File: config.mk
export PLATFORM = sky130hd
export DESIGN_NAME = regions
export DESIGN_NICKNAME = d
export VERILOG_FILES = /design/src/rtl/linear_out_pkg.sv /design/src/rtl/linear_out_regions.sv
export SDC_FILE = /design/constraint.sdc
export NUM_CORES = 1
export LEC_CHECK = 0
export CAP_MARGIN = 20
export CORE_AREA = 2 2 39 41
export DETAILED_ROUTE_END_ITERATION = 16
export DIE_AREA = 0 0 41 43
export GPL_TIMING_DRIVEN = 1
export MAX_ROUTING_LAYER = met4
export PLACE_DENSITY_LB_ADDON = 0.05
export SLEW_MARGIN = 10
export SYNTH_ARGS = -nofsm -noshare
export SYNTH_HDL_FRONTEND = slang
export SYNTH_SLANG_ARGS = --single-unit
File: constraint.sdc
create_clock -name clock -period 1.73 [get_ports clock]
set_input_delay 0.346 -clock clock [delete_from_list [all_inputs] [get_ports clock]]
set_output_delay 0.346 -clock clock [all_outputs]
set_load 0.01 [all_outputs]
File: src/rtl/linear_out_pkg.sv
// Shared definitions for the tanh output stage: region codes, exponent bounds and FP constants.
// Imported by the region decoder, the output selector and the bus interface.
package linear_out_pkg;

    typedef enum logic [1:0] {
        HYPERBOLIC = 2'd0,
        SATURATION = 2'd1,
        LINEAR     = 2'd2
    } region_e;

    // Biased-exponent bounds: e < LIN_EXP is linear, e >= SAT_EXP saturates.
    localparam int unsigned LIN_EXP_DEF = 123;
    localparam int unsigned SAT_EXP_DEF = 130;

    localparam logic [31:0] FP_ONE  = 32'h3F80_0000;
    localparam logic [31:0] FP_ZERO = 32'h0000_0000;

    // Signed unit value, used as the saturated tanh result.
    function automatic logic [31:0] fp_unit(input logic sign);
        return {sign, FP_ONE[30:0]};
    endfunction

endpackage

File: src/rtl/linear_out_regions.sv
// Registered tanh region classifier on the operand exponent; 1 cycle latency, no backpressure.
// NaN is forced to LINEAR so it flows through the output stage untouched.
module regions
    import linear_out_pkg::*;
#(
    parameter int unsigned LIN_EXP = LIN_EXP_DEF,
    parameter int unsigned SAT_EXP = SAT_EXP_DEF
) (
    input  logic        clock,
    input  logic        resetn,
    input  logic [31:0] x,
    output logic [1:0]  region
);

    localparam logic [7:0] LIN_E = LIN_EXP[7:0];
    localparam logic [7:0] SAT_E = SAT_EXP[7:0];

    logic [7:0]  exp_w;
    logic        is_nan;
    region_e     region_d;
    region_e     region_q;

    assign exp_w  = x[30:23];
    assign is_nan = (exp_w == 8'hFF) && (x[22:0] != 23'd0);

    // Zero and denormals fall below LIN_E; infinities land at or above SAT_E.
    always_comb begin
        region_d = HYPERBOLIC;
        if (is_nan || (exp_w < LIN_E)) begin
            region_d = LINEAR;
        end else if (exp_w >= SAT_E) begin
            region_d = SATURATION;
        end
    end

    always_ff @(posedge clock) begin
        if (!resetn) begin
            region_q <= HYPERBOLIC;
        end else begin
            region_q <= region_d;
        end
    end

    assign region = region_q;

endmodule

# Yosys cells after proc, flatten, opt, wreduce, memory -nomap -nowiden
# Cells that the tools add are included.
op_classes:
  magnitude_cmp: 2
  eq_ne: 1
  muxes: 2
  bitwise: 1
  n_reduce_logical: 4
ops:
  columns: ["cell", "n"]
  rows:
  - ["$reduce_bool 23->1", 1]
  - ["$eq 8x8->1 const B", 1]
  - ["$ge 8x8->1 const B", 1]
  - ["$lt 8x7->1 const B", 1]
  - ["$mux 2", 1]
  - ["$reduce_or 2->1", 1]
  - ["$logic_and 1x1->1", 1]
  - ["$logic_or 1x1->1", 1]
  - ["$mux 1", 1]
  - ["$not 1->1", 1]
word_totals:
  regBits: 2
  in_bits: 34
  out_inout_bits: 2
  wordCells: 12

# Longest topological paths before layout
# Gate-level depths: netlist of run 1.
logic_depth:
  ltp_word: 4
  mapped_depth: 4
  depth_no_buf: 4

# Least setup slack after synthesis of run 1
# Ideal clock, no wire load.
synth_path:
  path_kind: "in2reg"
  start: "input port x[24]"
  end: "register region_q[0] (netlist: region[0])"
  setup_time_ns: 0.120
  t_arrival_ns: 1.225
  path_slack_ns: 0.386
  path_stages: 3
  path_buffers: 0
  path_cell_list: "or4_1 o311a_1 o31a_1"
synth_between:
  elab_chain_len: 4
synth_lines:
  columns: ["element", "line", "rtl"]
  rows:
  - ["from (decl)", "linear_out_regions.sv:11", "input logic [31:0] x,"]
  - ["parallel branches: the longest is 4 deep, another holds $lt 8x7->1", null, null]
  - ["to (signal assigned)", "linear_out_regions.sv:40", "region_q <= region_d;"]
  - ["to (decl)", "linear_out_regions.sv:21", "region_e region_q;"]
# Parallel ways; which one is timed is not known.
# A chain may end at the register's enable or synchronous reset.

# Worst setup path after layout of run 1
# Ends and elaborated chain as after synthesis.

==> impl_metrics.json, run 1 <==
{
  "grt_pass1_wl_mm": 1.35,
  "rows": 14,
  "yosys_register_bits": 2,
  "grt_util_all_layers_pct": 11.7,
  "mostFrequentLayoutCells": "34 x clkdlybuf4s50_1, 5 x nor4_1, 3 x clkbuf_4",
  "yosysTopAreaCell": "dfxtp_1",
  "via_count": 330,
  "hold_path_class": "in2reg",
  "muxShareOfSynthArea_pct": 0,
  "synth_area_um2": 159,
  "io_buffers": 34,
  "status": "finished, final reports clean",
  "worstPathCellList": "clkdlybuf4s50_1, or4_1, o311a_1, o31a_1",
  "initial_core_util_pct": 11.5,
  "p_per_area_nw_per_um2": 448,
  "slew_violations": 0,
  "crit_path_start_kind": "input pin",
  "die_x_um": 41,
  "drt-total-wl_um": 802,
  "hold_buffers": 0,
  "yosys.area_share.simple_pct": 45.7,
  "critical_path_required_ns": 1.84,
  "ir_drop_mv": 0.177,
  "grt_start_max_net_pins": 4,
  "power_mw": 0.246,
  "syn_to_final_growth_pct": 246,
  "slowest_stage": "or4_1",
  "avgSynthCellArea_um2": 7.57,
  "worstMarginPinSlew_ns": 0.242,
  "dp.cells": 72,
  "gp_congestion": 0.603,
  "yosys-top-cells-area": "dfxtp_1 25%, nor4_1 20%, nand4_1 7.9%",
  "wl_per_cell_um": 10.7,
  "synth_cells": 21,
  "cts_setup_buffers": 0,
  "setup_slack_ns": 0.134,
  "overflow": 0,
  "fillers": 150,
  "fin_cells": 75,
  "max_stage_delay_ns": 0.52,
  "ys_seq_area_share_pct": 25.2,
  "place_ws_ns": -0.0931,
  "rsz0062_at_grt": "no",
  "io_pins": 36,
  "cpLargestDelayFamily": "simple AND/OR/NAND/NOR gates",
  "synth_top_area_share_pct": 25.2,
  "fmax_mhz": 627,
  "setup_viol": 0,
  "hold_slack_ns": 0.747,
  "finalCritPeriodShare_pct": 92.3,
  "drc": 0,
  "die_h_um": 43,
  "synth_top_family_by_area": "simple AND/OR/NAND/NOR gates",
  "cp-end-kind": "flop",
  "clockBufferDepth": 2,
  "arrival_ns": 1.70,
  "yosys_warnings": 0,
  "die_area_um2": 1760,
  "antennaDiodeCount": 0,
  "cts_tree": "done",
  "cp.buffers_inverters": 1,
  "finalHoldViolations": 0,
  "dr_wl_met3_um": 69,
  "cap_viol_max_count": 0,
  "cts_sinks": 2,
  "antenna_found_initial": 0,
  "post-route-min-period_ns": 1.60,
  "synth_xor_area_share_pct": 0,
  "max_slew_margin_pct": 83.7,
  "yosys.area_share.adder_pct": 0,
  "cts_buffers": 3,
  "crit_type": "in2reg",
  "wl_met1_um": 274,
  "initialDrtViolationCount": 2,
  "detail-route-antenna-nets": 0,
  "fin_util_pct": 39.7,
  "path_max_fanout": 2,
  "layout_commonest_cell": "clkdlybuf4s50_1",
  "first_pass_iters": 2,
  "cts-root-buf": "clkbuf_4",
  "wl_met2_um": 458,
  "first_global_vias": 349,
  "yosysUniqueCellTypes": 14,
  "clk_pin_slew_ns": 0.03,
  "core_um2": 1380,
  "largest_register_ffs": 2,
  "h-tree-depth": 1,
  "top_layer": "met3",
  "synth-compound-area-share_pct": 29.1,
  "num-nets-final": 95,
  "leakagePower_nw": 0.186,
  "synth_nets": 55,
  "viasPerCell": 4.40,
  "drive_gt1_share_pct": 6.78,
  "cts_resized": 0
}
## per-stage QoR
step	setup TNS, ns	cell area (µm²)
detailed placement	-0.0931	527
finish	0	549
floorplan	0	159
CTS	0	549
global placement	-0.0696	527
global route	0	549
## area by class of cell
class                           instances  area [µm²]  share of cell area, %
Multi-Input combinational cell         19         119                   21.6
Tap cell                               16        20.0                   3.64
Timing Repair Buffer                   35         348                   63.3
Clock buffer                            3        22.5                   4.10
Sequential cell                         2        40.0                   7.29
## synth_stat cells
| cell type | n |
|---|---|
| nor3_1 | 1 |
| a21boi_0 | 1 |
| nand3_1 | 1 |
| o311a_1 | 1 |
| nor4_1 | 5 |
| dfxtp_1 | 2 |
| o211ai_1 | 1 |
| o31a_1 | 1 |
| nand4_1 | 2 |
| nand2_1 | 1 |
| o21bai_1 | 1 |
| a21oi_1 | 1 |
| nor2_1 | 2 |
| or4_1 | 1 |
## report_power, final
group / internal [mW] / switching, mW / leakage [nW] / total, mW
logic: 0.0744 / 0.0206 / 0.156 / 0.0950
registers: 0.0491 / 0.000533 / 0.0167 / 0.0497
clock network: 0.0764 / 0.0252 / 0.0138 / 0.102
## path summary, 6_finish.rpt
check | depth (start not counted) | startpoint | endpoint
worst max-delay path | 4 | x[24] | region[0]
worst min-delay path | 2 | resetn | region[1]
## cell families (layout without fill, tap and decap cells)
kind of cell           count (synthesis)  in the layout
flip-flops                             2              2
buffers and inverters                  0             38
AO/OA/AOI/OAI                          6              6
AND/OR/NAND/NOR                       13             13
## routing by layer
layer	track usage (%)	vias to the layer above
li1	-	168
met4	8.00	0
met5	-	-
met2	19.1	19
met1	11.1	143
met3	3.14	0
No activity file was read; power rests on OpenSTA's default activity.
==> run 2: changes to the inputs <==
- ABC_AREA: default -> 1
- SKIP_LAST_GASP: default -> 1
==> run 2 against run 1 <==
First-iteration DRC count is 100% lower. Core utilization is 3.0 points higher. Non-clock buffer count is 1 lower. Die area stayed put. Total power is 0.97% higher. Sequential power is 0.8% lower. Hold slack worse by 0.064 ns. Combinational power is 3.7% higher. Sequential cell count stayed put. Final area is 7.5% higher. Sequential share of layout area is 0.51 points lower. Critical endpoint is now region[1]. Highest routed layer unchanged.
==> impl_metrics.json, run 2 <==
{
  "io_pins": 36,
  "synth_nets": 75,
  "final.setup.tns_ns": 0,
  "antenna_found_initial": 0,
  "io_buffers": 34,
  "rsz0062_at_grt": "no",
  "first_pass_iters": 1,
  "drt-total-wl_um": 778,
  "finalHoldViolations": 0,
  "crit_path_start_kind": "flop",
  "cts_resized": 0,
  "yosys_register_bits": 2,
  "yosysTopAreaCell": "nor2_1",
  "yosys-top-cells-area": "nor2_1 33%, dfxtp_1 19%, nand2_1 16%",
  "rows": 14,
  "fmax_mhz": 724,
  "max_slew_margin_pct": 91.5,
  "comb_power_share_pct": 39.6,
  "finalCritPeriodShare_pct": 79.8,
  "synth_top_area_share_pct": 32.5,
  "place_ws_ns": 0.348,
  "cpLargestDelayFamily": "buffers and inverters",
  "syn_to_final_growth_pct": 184,
  "synth_area_um2": 208,
  "synth_ff_type": "dfxtp_1",
  "p_seq_share_pct": 19.8,
  "crit_start": "region[1]",
  "cts_buffers": 3,
  "p_clk_share_pct": 40.5,
  "wl_per_cell_um": 8.28,
  "cts_tree": "done",
  "avgSynthCellArea_um2": 5.07,
  "path_max_fanout": 1,
  "synth_cells": 41,
  "synth_edf_count": 0,
  "clk_pin_slew_ns": 0.03,
  "fin_util_pct": 42.7,
  "yosysUniqueCellTypes": 9,
  "hold_buffers": 0,
  "grt_util_all_layers_pct": 11.0,
  "p_sw_mw": 0.0482,
  "cp-end-kind": "output pin",
  "setup_viol": 0,
  "hpwl_um": 726,
  "via_count": 354,
  "arrival_ns": 1.04,
  "gp_congestion": 0.676,
  "cap_viol_max_count": 0,
  "p_int_mw": 0.200,
  "yosysMostFrequentCell": "nor2_1",
  "viasPerCell": 3.77,
  "largest_register_ffs": 2,
  "die_area_um2": 1760,
  "initialDrtViolationCount": 0,
  "num-nets-final": 114,
  "p_sw_share_pct": 19.4,
  "drive_gt1_share_pct": 7.69,
  "critical_path_required_ns": 1.38,
  "cts-root-buf": "clkbuf_4",
  "grt_start_max_net_pins": 4,
  "cp-endpoint": "region[1]",
  "crit_type": "reg2out",
  "p_per_area_nw_per_um2": 421,
  "status": "finished, final reports clean",
  "leakagePower_nw": 0.236,
  "layout_commonest_cell": "clkdlybuf4s50_1",
  "ys_seq_area_share_pct": 19.3,
  "yosys_warnings": 0,
  "yosys-top-cells-count": "18 x nor2_1, 9 x nand2_1, 4 x nand3_1",
  "initial_core_util_pct": 15.0,
  "cts_sinks": 2,
  "slew_violations": 0,
  "hold_path_class": "in2reg",
  "overflow": 0,
  "mostFrequentLayoutCells": "34 x clkdlybuf4s50_1, 18 x nor2_1, 9 x nand2_1, 4 x nand3_1",
  "setup_slack_ns": 0.349,
  "detail-route-antenna-nets": 0,
  "die_h_um": 43,
  "async_flop_share_pct": 0,
  "max_stage_delay_ns": 0.52,
  "cts_setup_buffers": 0,
  "clockBufferDepth": 2,
  "cp.buffers_inverters": 1,
  "worstPathCellList": "clkdlybuf4s50_1",
  "drc": 0,
  "cp.depth": 1,
  "ir_drop_mv": 0.163,
  "first_global_vias": 361,
  "h-tree-depth": 1,
  "worstMarginPinSlew_ns": 0.128,
  "die_x_um": 41,
  "post-route-min-period_ns": 1.38,
  "slowest_stage": "clkdlybuf4s50_1",
  "core_um2": 1380,
  "grt_pass1_wl_mm": 1.31,
  "antennaDiodeCount": 0
}
==> run 2: routing by layer <==
metal	share of wire (%)	vias to the layer above	track usage, %
li1	-	202	-
met1	39	140	9.87
met2	57	12	20.9
met3	4.0	0	1.57
met4	0	0	4.00
met5	0	-	-
==> run 2: how the worst min path moves through the flow <==
stage	from	slack (ns)	endpoint	cells past startpoint
after detailed placement	resetn	0.92	region[1]	3
final	resetn	0.68	region[1]	3
after global placement	resetn	0.91	region[1]	3
after CTS	resetn	0.68	region[1]	3
after floorplan	resetn	0.46	region[1]	2
after global routing	resetn	0.71	region[1]	3
==> run 2: cell type report <==
class	instances	area, µm²
Inverter	3	11.3
Timing Repair Buffer	34	340
Clock buffer	3	22.5
Fill cell	167	793
Sequential cell	2	40.0
Multi-Input combinational cell	36	156
Tap cell	16	20.0
==> run 2: cell families after synthesis <==
kind of cell / after synthesis / share of synthesized area [%]
flip-flops: 2 / 19.3
AO/OA/AOI/OAI: 2 / 7.83
buffers and inverters: 3 / 5.42
AND/OR/NAND/NOR: 34 / 67.5
==> run 2: power groups by stage <==
stage	Combinational [mW]	Clock, mW	Sequential [mW]
detailed placement	0.0992	0	0.0500
CTS	0.0994	0.108	0.0494
global route	0.109	0.111	0.0494
global placement	0.0988	0	0.0500
finish	0.0985	0.101	0.0493
floorplan	0.0179	0	0.0513
==> run 2: stage by stage <==
stage	instance area (µm²)	power [mW]	instances	hold WS [ns]
after global placement	568	0.149	91	0.908
after CTS	591	0.256	94	0.676
after detailed placement	568	0.149	91	0.918
after global routing	591	0.269	94	0.714
after floorplan	208	0.0692	41	0.455
final	591	0.249	94	0.683
==> run 3: changes to the inputs <==
- clock period: 1.73 -> 1.26 ns (I/O delays scaled with it)
==> run 3 against run 2 <==
Sequential power rose by 37%. First-iteration DRC count unchanged. Clock power up 33%. Sequential share of layout area decreased by 0.057 points. Highest routed layer unchanged.
==> impl_metrics.json, run 3 (synthesized netlist as in run 2, its figures left out) <==
{
  "clockBufferDepth": 2,
  "die_area_um2": 1760,
  "top_layer": "met3",
  "hpwl_um": 744,
  "io_pins": 36,
  "path_max_fanout": 2,
  "p_int_mw": 0.275,
  "die_x_um": 41,
  "post-route-min-period_ns": 1.06,
  "overflow": 0,
  "p_sw_share_pct": 18.7,
  "p_per_area_nw_per_um2": 567,
  "viasPerCell": 3.76,
  "mostFrequentLayoutCells": "32 x clkdlybuf4s50_1, 18 x nor2_1, 9 x nand2_1, 4 x nand3_1",
  "fin_util_pct": 43.0,
  "via_count": 357,
  "worstPathCellList": "clkdlybuf4s50_1, nand4_1, nor2_1, nand2_1, nand2_1, nor2_2",
  "cts_buffers": 3,
  "drt-total-wl_um": 788,
  "cts_sinks": 2,
  "wl_met2_um": 465,
  "cap_viol_max_count": 0,
  "cp.buffers_inverters": 1,
  "slew_violations": 0,
  "min_from": "resetn",
  "syn_to_final_growth_pct": 187,
  "leakagePower_nw": 0.248,
  "first_pass_iters": 1,
  "die_h_um": 43,
  "rows": 14,
  "setup_viol": 0,
  "rsz0062_at_grt": "no",
  "fmax_mhz": 941,
  "critical_path_required_ns": 1.37,
  "hold_slack_ns": 0.596,
  "arrival_ns": 1.17,
  "cp-end-kind": "flop",
  "clk_pin_slew_ns": 0.03,
  "comb_power_share_pct": 40.2,
  "finalCritPeriodShare_pct": 84.3,
  "crit_start": "x[26]",
  "dr_wl_met3_um": 42,
  "core_um2": 1380,
  "h-tree-depth": 1,
  "p_seq_share_pct": 20.0,
  "crit_type": "in2reg",
  "crit_path_start_kind": "input pin",
  "io_buffers": 34,
  "ir_drop_mv": 0.212,
  "finalHoldViolations": 0,
  "wl_per_cell_um": 8.29,
  "slowest_stage": "clkdlybuf4s50_1",
  "largest_register_ffs": 2,
  "drive_gt1_share_pct": 8.86,
  "cts_tree": "done",
  "gp_congestion": 0.677,
  "grt_pass1_wl_mm": 1.33,
  "hold_path_class": "in2reg",
  "num-nets-final": 115,
  "initialDrtViolationCount": 0,
  "status": "finished, final reports clean",
  "grt_util_all_layers_pct": 11.1,
  "grt_start_max_net_pins": 4,
  "wl_met1_um": 279,
  "max_stage_delay_ns": 0.47,
  "first_global_vias": 380,
  "antennaDiodeCount": 0,
  "detail-route-antenna-nets": 0,
  "antenna_found_initial": 0,
  "worstMarginPinSlew_ns": 0.126,
  "cp.depth": 6,
  "crit_top_cell": "nand2_1",
  "cpLargestDelayFamily": "buffers and inverters",
  "initial_core_util_pct": 15.0,
  "p_clk_share_pct": 39.7,
  "drc": 0,
  "p_sw_mw": 0.0633,
  "max_slew_margin_pct": 91.6,
  "cts-root-buf": "clkbuf_4",
  "layout_commonest_cell": "clkdlybuf4s50_1",
  "min_path_cells": 3
}
-- run 3: power groups by stage --
stage	clock [mW]	combinational (mW)	sequential, mW
floorplan	0	0.0246	0.0704
finish	0.134	0.136	0.0676
detailed placement	0	0.139	0.0686
global placement	0	0.138	0.0687
global route	0.142	0.150	0.0678
CTS	0.143	0.137	0.0677
-- run 3: routing by layer --
| layer | up-vias | GRT usage (%) |
|---|---|---|
| li1 | 204 | - |
| met1 | 141 | 10.2 |
| met2 | 12 | 20.9 |
| met3 | 0 | 0 |
| met4 | 0 | 6.00 |
| met5 | - | - |
-- run 3: final timing paths --
kind | to | slack (ns)
max | region[0] | 0.20
min | region[1] | 0.60
-- run 3: layout make-up --
| class | count | area, µm² |
|---|---|---|
| clock buffer | 3 | 22.5 |
| fill | 159 | 788 |
| inverter | 3 | 11.3 |
| multi-input combinational | 36 | 156 |
| sequential | 2 | 40.0 |
| tap | 16 | 20.0 |
| timing repair buffer | 35 | 345 |
-- run 3: worst min-delay path: cells and delay by family --
| family | cells | cell delay [ns] |
|---|---|---|
| buffers and inverters | 2 | 0.48 |
| AOI/OAI and AO/OA | 1 | 0.03 |
-- run 3: repair_timing --
item,CTS,global route
resized for setup,2,0
buffers inserted,0,0
hold buffers,0,0
endpoints found under the setup margin,2,0
-- run 3: stage by stage --
stage	area [µm²]	total power [mW]	setup WS, ns	std cells	setup TNS (ns)
floorplan	208	0.0950	0.476	41	0
global placement	576	0.207	-0.0284	92	-0.0474
detailed placement	576	0.208	-0.0386	92	-0.0683
CTS	596	0.348	0.185	95	0
global route	596	0.360	0.0542	95	0
finish	596	0.338	0.197	95	0
==> edit 1: new RTL, flow settings as in run 2 <==
Register the output `region` once more, cleared by the reset; this adds one clock of latency there. Comments in the files are not updated.
--- a/src/rtl/linear_out_regions.sv
+++ b/src/rtl/linear_out_regions.sv
@@ -43,3 +43,9 @@
 
-    assign region = region_q;
+    always_ff @(posedge clock) begin
+        if (!resetn) begin
+            region <= '0;
+        end else begin
+            region <= region_q;
+        end
+    end
 
Behaviour: not the same (a bounded check fails within 4 cycles, from zero or initial values and one cycle with resetn low).
==> edit 1 against run 2 <==
Sequential cell count rose by 2; count of clock-buffer cells in the layout did not move; cell count rose by 6.4%; die area did not move; power rose by 26%; cell area rose by 9.3%; worst hold slack got worse by 280 ps; routed wire length rose by 6.9%; core utilization rose by 4.0 points; synthesized area rose by 27%; via count rose by 9.6%; setup slack got worse by 18 ps.
==> edit 1: results <==
metrics = {
    "final_layout": {
        "reg_top3": "region (2), region_q (2)",
        "drive_gt1_share_pct": 7.14,
        "area_delta_synth_final_pct": 146,
        "num_antenna_cells": 0,
        "final_nets": 120,
    },
    "sta": {
        "clock-skew-final_ps": 2.70,
        "worst_slew_pin_slew_ps": 156,
        "holdWs_ps": 401,
    },
    "clock_tree": {
        "cts_inserted_buffers": 3,
        "post_cts_resized": 0,
        "post_cts_buffers": 0,
        "htree_levels": 1,
        "cts_buffer_depth": 2,
        "clkTransAtPathRegs_ps": 40,
        "clock_latency_ps": 240,
    },
    "synth": {
        "synth_seq_area_share_pct": 30.5,
        "async_flop_share_pct": 0,
        "synth.distinct_cells": 9,
        "yosys_warnings": 0,
        "syn-num-nets": 81,
        "yosys.area.top_type": "dfxtp_1",
        "synthTopCellsByArea": "dfxtp_1 (30%), nor2_1 (26%), nand2_1 (16%)",
        "yosys-top-cells-count": "nor2_1 (18), nand2_1 (11), inv_1 (5), dfxtp_1 (4), nand3_1 (4)",
    },
    "worst_setup_path": {
        "r2r_slack_ps": 1260,
        "critical_path.max_fanout": 1,
        "critPathArrivalTime_ps": 1050,
        "r2r-end": "region[1]",
        "cp_slowest_cell": "clkdlybuf4s50_1",
        "critical-path-max-stage-delay_ps": 520,
        "critical-path-top-delay-family": "buffers and inverters",
    },
    "hold_path": {
        "hold_depth": 2,
        "min_from": "region_q[0]",
        "hold_end": "region[0]",
        "hold_path_class": "flip-flop to flip-flop",
    },
    "global_routing": {
        "overflow": 0,
        "track_usage_pct": 13.1,
        "grt_max_degree": 5,
        "grt_pass1_wl_um": 1520,
        "grt_pass1_vias": 418,
        "grt_antenna_before_repair": 0,
    },
    "pwr": {
        "p_leak_uw": 0.000273,
        "peakVddDrop_mv": 0.275,
    },
    "route": {
        "drtIter0Drc": 0,
        "dr_total_vias": 388,
        "drt_first_pass_iters": 1,
        "wl_per_cell_um": 8.32,
    },
    "placed_design": {
        "dp_hpwl_um": 766,
        "gp_congestion": 0.688,
        "io_buffers": 34,
    },
    "outcome": {
        "status": "complete, no violations",
    },
}
## edit 1: cells by family after synthesis
group	Yosys count	share of synthesized area, %
buf+inv	5	7.14
compound gates	2	6.19
flops	4	30.5
simple gates	36	56.2
## edit 1: layout make-up
type / count / area [um^2]
timing repair buffer: 34 / 340
multi-input combinational: 38 / 164
sequential: 4 / 80.1
tap: 16 / 20.0
inverter: 5 / 18.8
fill: 133 / 738
clock buffer: 3 / 22.5
## edit 1: how the worst max path moves through the flow
| stage | startpoint | endpoint | slack, ps | cells after the start |
|---|---|---|---|---|
| after floorplan | x[15] | region_q[0] | 850 | 7 |
| after global placement | x[24] | region_q[0] | 350 | 8 |
| after detailed placement | x[17] | region_q[0] | 340 | 8 |
| after CTS | region[0] | region[0] | 310 | 1 |
| after global routing | region[0] | region[0] | 270 | 1 |
| final | region[0] | region[0] | 330 | 1 |
## edit 1: through the flow
| stage | utilization, % | instances | setup slack [ps] | cell area [um^2] | total power [uW] |
|---|---|---|---|---|---|
| 4_1_cts | 46.7 | 100 | 314 | 646 | 320 |
| 3_3_place_gp | 45.0 | 97 | 345 | 623 | 198 |
| 2_1_floorplan | - | 47 | 852 | 263 | 119 |
| 5_1_grt | 46.7 | 100 | 270 | 646 | 338 |
| 3_5_place_dp | 45.0 | 97 | 342 | 623 | 199 |
| 6_report | 46.7 | 100 | 331 | 646 | 312 |
## edit 1: routing by layer
layer  vias to the layer above  part of all wire [%]  routed length [um]  track usage [%]
li1                        219                     -                   -                -
met1                       155                    33                 272             11.2
met2                        14                    60                 502             23.4
met3                         0                   6.7                  56             6.28
met4                         0                     0                   0             4.00
met5                         -                     0                   0                -
## edit 1: where the power goes
part           leakage [uW]  internal (uW)  switching [uW]
Clock             0.0000138           77.6            38.4
Combinational      0.000226           74.7            24.2
Sequential        0.0000329           96.7           0.809
==> edit 2: new RTL, flow settings as in run 2 <==
Made on the original files. Reset style: asynchronous (`resetn`), changed in one clocked block.
--- a/src/rtl/linear_out_regions.sv
+++ b/src/rtl/linear_out_regions.sv
@@ -35,3 +35,3 @@
 
-    always_ff @(posedge clock) begin
+    always_ff @(posedge clock or negedge resetn) begin
         if (!resetn) begin
Formal check against the unedited RTL: differs if resetn is asserted again (counterexample within 4 cycles, from zero or initial values and one cycle with resetn low); with resetn held inactive, the same outputs for 10 cycles.
==> edit 2 against run 2 <==
Sequential cell count unchanged; highest routed layer unchanged; routed wire length down 14%; power decreased by 0.62%; largest power group unchanged; synthesized area shrank 2.4%; cell area down 0.85%; critical path depth unchanged; synthesized cell count is 4.9% lower; setup slack got worse by 16 ps; largest cell class unchanged.
==> edit 2: results <==
metrics = {
    "outcome": {
        "status": "complete, no violations",
    },
    "sta": {
        "fin_ws_ps": 333,
        "worst_slew_pin_slew_ps": 141,
    },
    "global_routing": {
        "grt_pass1_wl_um": 1150,
        "grt_antenna_before_repair": 0,
        "grt_max_degree": 4,
        "grt_pass1_vias": 369,
        "track_usage_pct": 9.33,
    },
    "placed_design": {
        "dp_hpwl_um": 625,
        "place_area_um2": 563,
        "gp_congestion": 0.551,
        "post-place-ws_ps": 358,
        "io_buffers": 34,
    },
    "clock_tree": {
        "post_cts_resized": 0,
        "cts_buffer_depth": 2,
        "clkTransAtPathRegs_ps": 30,
        "post_cts_buffers": 0,
        "cts_inserted_buffers": 3,
        "cts-root-buf": "clkbuf_4",
        "htree_levels": 1,
    },
    "pwr": {
        "peakVddDrop_mv": 0.123,
        "p_leak_uw": 0.000235,
    },
    "worst_setup_path": {
        "crit_start": "region[1]",
        "critPathArrivalTime_ps": 1050,
        "cp_slowest_cell": "clkdlybuf4s50_1",
        "critical-path-max-stage-delay_ps": 520,
        "critical_path.max_fanout": 1,
        "critical-path-top-delay-family": "buffers and inverters",
        "worstSetupEndpointType": "primary output",
        "cp-endpoint": "region[1]",
    },
    "final_layout": {
        "num_antenna_cells": 0,
        "drive_gt1_share_pct": 5.26,
        "largest_reg_flops": 2,
        "nFillCells": 161,
        "final_nets": 112,
    },
    "synth": {
        "yosys-top-cells-count": "nor2_1 (18), nand2_1 (10), nand3_1 (3), dfrtp_1 (2), inv_1 (2)",
        "synthTopCellsByArea": "nor2_1 (33%), dfrtp_1 (25%), nand2_1 (19%)",
        "yosys_warnings": 0,
        "syn-num-nets": 73,
        "synth-xor-area-share_pct": 0,
        "synth_compound_area_share_pct": 6.17,
        "synth_seq_area_share_pct": 24.7,
        "async_flop_share_pct": 100,
        "synthAdderAreaFrac_pct": 0,
        "synth.distinct_cells": 9,
        "synthFlopType": "dfrtp_1",
        "synthMuxAreaShare_pct": 0,
    },
    "hold_path": {
        "hold_path_class": "input port to async pin",
    },
    "route": {
        "drtAntennaViolNets": 0,
        "viasPerCell": 3.86,
        "drt_wl_total_um": 672,
        "drt_first_pass_iters": 1,
        "drtIter0Drc": 0,
    },
}
-- edit 2: power by group --
| part | internal (uW) | switching, uW |
|---|---|---|
| Clock | 76.2 | 23.3 |
| Sequential | 49.8 | 0.605 |
| Combinational | 74.7 | 22.4 |
-- edit 2: how the worst min path moves through the flow --
stage	start	to	slack [ps]	cells after the start
floorplan	resetn	region[0]	50	0
detailed placement	resetn	region[0]	520	1
CTS	resetn	region[0]	280	1
global placement	resetn	region[1]	520	1
global route	resetn	region[0]	290	1
finish	resetn	region[0]	290	1
-- edit 2: final cells by class --
type | count | area, um^2 | share of cell area [%]
Timing Repair Buffer | 34 | 340 | 58.1
Multi-Input combinational cell | 35 | 145 | 24.8
Sequential cell | 2 | 50.0 | 8.55
Clock buffer | 3 | 22.5 | 3.85
Tap cell | 16 | 20.0 | 3.42
Inverter | 2 | 7.51 | 1.28
-- edit 2: kinds of logic after synthesis --
family	Yosys count
AO/OA/AOI/OAI	2
buffers and inverters	2
flip-flops	2
AND/OR/NAND/NOR	33
-- edit 2: per-layer routing --
| metal | GRT usage (%) | part of all wire (%) |
|---|---|---|
| met1 | 8.28 | 35 |
| met3 | 0 | 9.1 |
| met2 | 17.5 | 56 |
| met5 | - | 0 |
| met4 | 6.00 | 0 |
-- edit 2: through the flow --
step,total power [uW],cells,hold slack (ps)
after floorplan,67.7,39,50.4
after global routing,262,92,290
after detailed placement,149,89,519
after CTS,253,92,285
after global placement,149,89,520
final,247,92,289
